$ cat src/rtl/cdc_handshake_tx.sv
// -----------------------------------------------------------------------------
// cdc_handshake_tx
// Source side of a four-phase req/ack handshake that carries one WIDTH-bit
// word per transfer into an unrelated clock domain. The word is held
// constant on data_o for the whole handshake. The far side may therefore
// sample it whenever its synchronized view of req_o is high.
//
// Ports
//   clk_i      : sole clock, rising edge
//   rst_ni     : asynchronous reset, active low
//   valid_i    : producer offers data_i
//   data_i     : word to transfer
//   ready_o    : block is idle and can take a word (state only)
//   req_o      : four-phase request level, straight from a flop
//   data_o     : word presented to the far domain, straight from a flop
//   ack_i      : four-phase acknowledge, asynchronous to clk_i
//   done_o     : one-cycle pulse when a handshake completes
//   err_o      : sticky flag, handshake exceeded TIMEOUT cycles
//   err_clr_i  : clears err_o (a simultaneous set wins)
//
// Parameters
//   WIDTH      : data width
//   SYNC_REGS  : acknowledge synchronizer depth, must be >= 2
//   TIMEOUT    : cycles allowed per handshake, 0 disables the check
// -----------------------------------------------------------------------------
module cdc_handshake_tx #(
  parameter int WIDTH     = 32,
  parameter int SYNC_REGS = 2,
  parameter int TIMEOUT   = 0
) (
  input  logic             clk_i,
  input  logic             rst_ni,
  input  logic             valid_i,
  input  logic [WIDTH-1:0] data_i,
  output logic             ready_o,
  output logic             req_o,
  output logic [WIDTH-1:0] data_o,
  input  logic             ack_i,
  output logic             done_o,
  output logic             err_o,
  input  logic             err_clr_i
);

  typedef enum logic [1:0] {
    ST_IDLE = 2'd0,
    ST_REQ  = 2'd1,
    ST_REL  = 2'd2
  } state_e;

  // The counter compares against TIMEOUT-1 so that err_o rises exactly
  // TIMEOUT cycles after req_o rises.
  localparam logic [15:0] C_TO_LAST = 16'(TIMEOUT - 1);
  localparam bit          C_TO_EN   = (TIMEOUT != 0);

  state_e           r_state;
  logic             r_req;
  logic [WIDTH-1:0] r_data;
  logic             r_done;
  logic             r_err;
  logic [15:0]      r_cnt;

  // Acknowledge synchronizer; the attributes keep the stages together and
  // stop them being folded into an SRL.
  (* ASYNC_REG = "TRUE", SHREG_EXTRACT = "NO" *)
  logic [SYNC_REGS-1:0] r_ack_sync;

  logic w_ack_s;
  logic w_accept;
  logic w_busy;
  logic w_to_hit;

  assign w_ack_s  = r_ack_sync[SYNC_REGS-1];
  assign ready_o  = (r_state == ST_IDLE);
  // An ack still high in IDLE is a far-side protocol violation. Hold off the
  // next word until it drops, so the new request is not acknowledged by a
  // stale level.
  assign w_accept = valid_i && ready_o && !w_ack_s;
  assign w_busy   = (r_state == ST_REQ) || (r_state == ST_REL);
  assign w_to_hit = C_TO_EN && w_busy && (r_cnt == C_TO_LAST);

  assign req_o  = r_req;
  assign data_o = r_data;
  assign done_o = r_done;
  assign err_o  = r_err;

  // Shift ack_i through the synchronizer chain.
  always_ff @(posedge clk_i or negedge rst_ni) begin
    if (!rst_ni) begin
      r_ack_sync <= '0;
    end else begin
      r_ack_sync <= {r_ack_sync[SYNC_REGS-2:0], ack_i};
    end
  end

  // Handshake FSM with its registered outputs and the per-handshake counter.
  always_ff @(posedge clk_i or negedge rst_ni) begin
    if (!rst_ni) begin
      r_state <= ST_IDLE;
      r_req   <= 1'b0;
      r_data  <= '0;
      r_done  <= 1'b0;
      r_cnt   <= 16'd0;
    end else begin
      r_done <= 1'b0;
      if (w_busy && (r_cnt != 16'hFFFF)) begin
        r_cnt <= r_cnt + 16'd1;
      end
      case (r_state)
        ST_IDLE: begin
          if (w_accept) begin
            r_data  <= data_i;
            r_req   <= 1'b1;
            r_cnt   <= 16'd0;
            r_state <= ST_REQ;
          end
        end
        ST_REQ: begin
          if (w_ack_s) begin
            r_req   <= 1'b0;
            r_state <= ST_REL;
          end
        end
        ST_REL: begin
          if (!w_ack_s) begin
            r_done  <= 1'b1;
            r_state <= ST_IDLE;
          end
        end
        default: begin
          r_req   <= 1'b0;
          r_state <= ST_IDLE;
        end
      endcase
    end
  end

  // Sticky timeout flag; setting has priority over clearing.
  always_ff @(posedge clk_i or negedge rst_ni) begin
    if (!rst_ni) begin
      r_err <= 1'b0;
    end else if (w_to_hit) begin
      r_err <= 1'b1;
    end else if (err_clr_i) begin
      r_err <= 1'b0;
    end
  end

endmodule
$ cat config.mk
export PLATFORM = sky130hd
export DESIGN_NAME = cdc_handshake_tx
export DESIGN_NICKNAME = d
export VERILOG_FILES = /design/src/rtl/cdc_handshake_tx.sv
export SDC_FILE = /design/constraint.sdc
export NUM_CORES = 1
export LEC_CHECK = 0
export ABC_AREA = 1
export BUFFER_PORTS_ARGS = -buffer_cell sky130_fd_sc_hd__buf_2
export CORE_MARGIN = 2
export CORE_UTILIZATION = 44
export DETAILED_ROUTE_END_ITERATION = 10
export MAX_ROUTING_LAYER = met4
export PLACE_DENSITY = 0.87
export SLEW_MARGIN = 20
export SYNTH_ARGS = -nofsm -noshare
export SYNTH_HDL_FRONTEND = slang
export SYNTH_SLANG_ARGS = --single-unit
$ cat constraint.sdc
create_clock -name clk_i -period 1.3 [get_ports clk_i]
set_clock_uncertainty 0.05 [all_clocks]
set_input_delay 0.13 -clock clk_i [delete_from_list [all_inputs] [get_ports clk_i]]
set_output_delay 0.13 -clock clk_i [all_outputs]
set_load 0.01 [all_outputs]
Word-level counts from Yosys, hierarchy flattened --
Cells that the tools add are included.
Word-level totals: bits in registers 38
Operators by class: reductions and logical operators 7, bitwise logic cells 1, multiplexer cells 9, equality and inequality tests 5
Operators by type and width (number):
- $mux W2 | 3
- $pmux W2 S3 | 1
- $reduce_and A3 Y1 | 2
- $mux W1 | 4
- $ne A2 B2 Y1 const B | 2
- $pmux W1 S3 | 1
- $eq A2 B1 Y1 const B | 1
- $eq A2 B2 Y1 const B | 1
- $logic_and A1 B1 Y1 | 2
- $logic_not A2 Y1 | 1
- $ne A2 B1 Y1 const B | 1
- $reduce_and A2 Y1 | 1
- $logic_not A1 Y1 | 1
- $not A1 Y1 | 1

Depth between registers and ports, before layout --
depth in word-level cells 5, mapped depth 6, gate-level depth less buffers 5

Worst setup path before layout --
No wires, ideal clock.
path type flip-flop to flip-flop, start register r_state[0], end register r_data[0], in the netlist data_o[0], stages on the path, launching flop included 6, buffers on the path 1, arrival 0.916 ns, required time 1.133 ns, path slack 0.218 ns, cell sequence dfrtp_1 nor2_4 nand2_4 buf_6 nand2_1 nand2_1
Between the ends: cells in the longest elaborated chain, start to end 4
Ends and longest elaborated chain:
- start, declared | RTL line 55 | state_e r_state;
- start signal, assigned | RTL line 98 | r_state <= ST_IDLE;
- start signal, assigned | RTL line 114 | r_state <= ST_REQ;
- start signal, assigned | RTL line 120 | r_state <= ST_REL;
- $logic_not A2 Y1 * | RTL line 73, 108
- $logic_and A1 B1 Y1 (2 in a row) | RTL line 77 | assign w_accept = valid_i && ready_o && !w_ack_s;
- $reduce_and A2 Y1 (no source line) *
- end signal, assigned | RTL line 111 | r_data <= data_i;
- end, declared | RTL line 57 | logic [WIDTH-1:0] r_data;
Mark *: on every way between the ends. The rest lies on a longest branch, timed or not. A chain may end at the register's enable or synchronous reset.

Final worst setup path --
start register r_state[1], end output ready_o
Between the ends: cells in the longest elaborated chain, start to end 1
Ends and longest elaborated chain:
- $logic_not A2 Y1 | RTL line 73 | assign ready_o = (r_state == ST_IDLE);
- end, declared | RTL line 35 | output logic ready_o,
Every way passes these cells.

==> key figures <==
Placed design
  • RePlAce Congestion: 0.6802
  • Area after DPL: 0.001894 mm2
  • Dpl cells: between 200 and 300
  • I/O Buffers: 70
  • Post-DP HPWL: 2.203 mm

Final layout
  • Fill cell count: ~260
  • Design Area, Final: around 0.0023 mm2
  • Inserted Diodes: 0
  • Fin cells: 315
  • Syn-to-layout area delta: 53.41%
  • # nets final: 306
  • Layout cells sized above 1: 32.34%

Global route
  • Global-route wire length before repair: 6.893 mm
  • Initial antenna violation count: 0
  • GRT overflow: 0
  • Largest net degree at the start of global routing: 35
  • Number of global-route vias before repair: 1,544
  • Global Route Usage Sum: 23.52%

Power and ir drop
  • P per Cell Area: about 1500 mW/mm2
  • Max VDD drop: 795.4 uV
  • Leakage power: 1.297 nW

Clock network
  • Clock Tree Buf Depth: 2
  • CTS Buf Count: 5
  • Clock transition at path regs: about 0.1 ns
  • CTS H-Tree Depth: 2
  • CTS root buf: clkbuf_4
  • Clock sinks: 38
  • Clk_lat worst skew: approximately 0.33 ns
  • TritonCTS clock tree: done

STA
  • Fmax: 780.9 MHz
  • Final hold vios: 0
  • Final Critical Period: 1.281 ns
  • Final setup vio count: 0
  • RSZ-0062 raised after global routing: yes
  • Max-slew violation count: 0
  • Period utilization: around 99%
  • Setup TNS: 0 ns

Floorplan
  • Core area: 0.003337 mm2
  • Initial Util: a little under half
  • Die width: approximately 63 um
  • Die ar.: 0.003947 mm2
  • I/O pin count: 73
  • Die H: 62.83 um
  • Num rows: 21

Critical path
  • CP Data Required Time: 1.12 ns
  • Setup CP Type: register to output port
  • Startpoint types: register
  • Crit-path max FO: 2
  • Worst EP arrival: 1.10 ns
  • R2R Setup Slk: 0.09 ns
  • Worst Setup End Kind: output port

Run status
  • Outcome: complete, no violations

Drt
  • Via count: around 1,500
  • Residual DRC: 0
  • Drt via density: 4.702
  • Routed len/inst: around 13 um
  • Final ANT Viol Nets: 0
  • First drt pass iteration count: 4
  • Iteration-0 DRC Markers: 58
  • Total wire length: just under 4 mm

Flow run
  • Max-cap violations: 0

Synth
  • Post-synth net total: 196
  • Synth Warn #: 0
  • Synth cell types: 12
  • Syn Inst Count: 159
  • Avg Inst Size Synth: 9.577 um2
  • Cell Area, Synth: 0.001523 mm2
  • Register area share after synthesis: 62.45%
  • Synth Register Bits: 38

Worst hold path
  • Hold Crit Class: input port to async pin
[repair_timing]
item                                   CTS  global route
resized for setup                        2             3
setup endpoints to repair                1            34
hold buffers                            34             0
pin swaps                                1             0
buffers inserted                         4             0
endpoints found under the hold margin   71             0
[metal layers]
layer / vias to the layer above / global-route usage, % / routed length [um] / part of all wire (%)
li1: 723 / - / - / -
met1: 690 / 26.17 / 1583 / 40
met2: 58 / 39.78 / 2069 / 52
met3: 10 / 4.505 / 210 / 5.3
met4: 0 / 13.06 / 99 / 2.5
met5: - / - / 0 / 0
[through the flow]
stage               power [mW]  setup slack (ns)  util, %  hold slack (ns)
floorplan                2.272            0.2178        -          -0.2156
global placement         2.700            0.1463    56.77          0.02150
detailed placement       2.732            0.1080    56.77          0.02500
CTS                      3.415           0.02048    69.52           0.1885
global route             3.690          -0.05251    70.00           0.2082
finish                   3.422           0.01943    70.00           0.1920
[cells in the final DEF, fill, tap and decap left out]
cell type      count
buf_2             69
nand2_1           68
dfrtp_1           38
dlygate4sd3_1     34
nand3_1           32
clkbuf_4           5
buf_4              5
buf_6              4
inv_1              3
nor2_4             2
o21ai_0            2
clkbuf_1           2
nor2_1             1
nand2_8            1
a21boi_0           1
conb_1             1
buf_12             1
[where the power goes]
group          total (mW)  switching (mW)  internal [mW]
sequential           1.67           0.170           1.50
clock               0.538           0.334          0.204
combinational        1.21           0.668          0.545
total                3.42            1.17           2.25
[sequential cells by signal (all words and copies together) (netlist names)]
signal	flops
done_o	1
r_state	2
r_ack_sync	2
data_o	32
req_o	1
[cells in the mapped netlist, drive strengths merged]
cell | instances | area [um2]
o21ai | 2 | 10.01
dfrtp | 38 | 950.9
nand2 | 69 | 266.5
inv | 3 | 11.26
nand3 | 32 | 160.2
conb | 1 | 3.750
nor2 | 3 | 26.27
buf | 10 | 86.33
a21boi | 1 | 7.510
[area by class of cell]
cell class,count,area (um2),share of cell area (%)
Timing Repair Buffer,113,788.3,33.74
Inverter,3,11.26,0.4821
Clock buffer,7,45.04,1.928
Sequential cell,38,950.9,40.71
Tap cell,46,57.56,2.464
Multi-Input combinational cell,108,483.0,20.67
[path summary, 6_finish.rpt]
path / endpoint / depth (start not counted) / from
worst max-delay path: ready_o / 3 / r_state[1]
worst min-delay path: data_o[14] / 2 / rst_ni
worst max register to register: data_o[24] / 5 / r_state[1]
worst min register to register: r_ack_sync[1] / 0 / r_ack_sync[0]
max in group asynchronous: data_o[6] / 3 / rst_ni
min in group clk_i: req_o / 5 / valid_i
[logic make-up (layout without fill, tap and decap cells)]
family / count (synthesis) / after routing / share of synthesized area (%)
simple gates: 104 / 104 / 29.74
flops: 38 / 38 / 62.45
buf+inv: 13 / 123 / 6.409
compound gates: 3 / 3 / 1.151
other cells: 1 / 1 / 0.2463
[worst max-delay path: stages (launching register included)]
cell	delay [ns]
dfrtp_1	0.42
nor2_4	0.13
buf_6	0.12
buf_6	0.10
(Power assumes the default switching activity.)
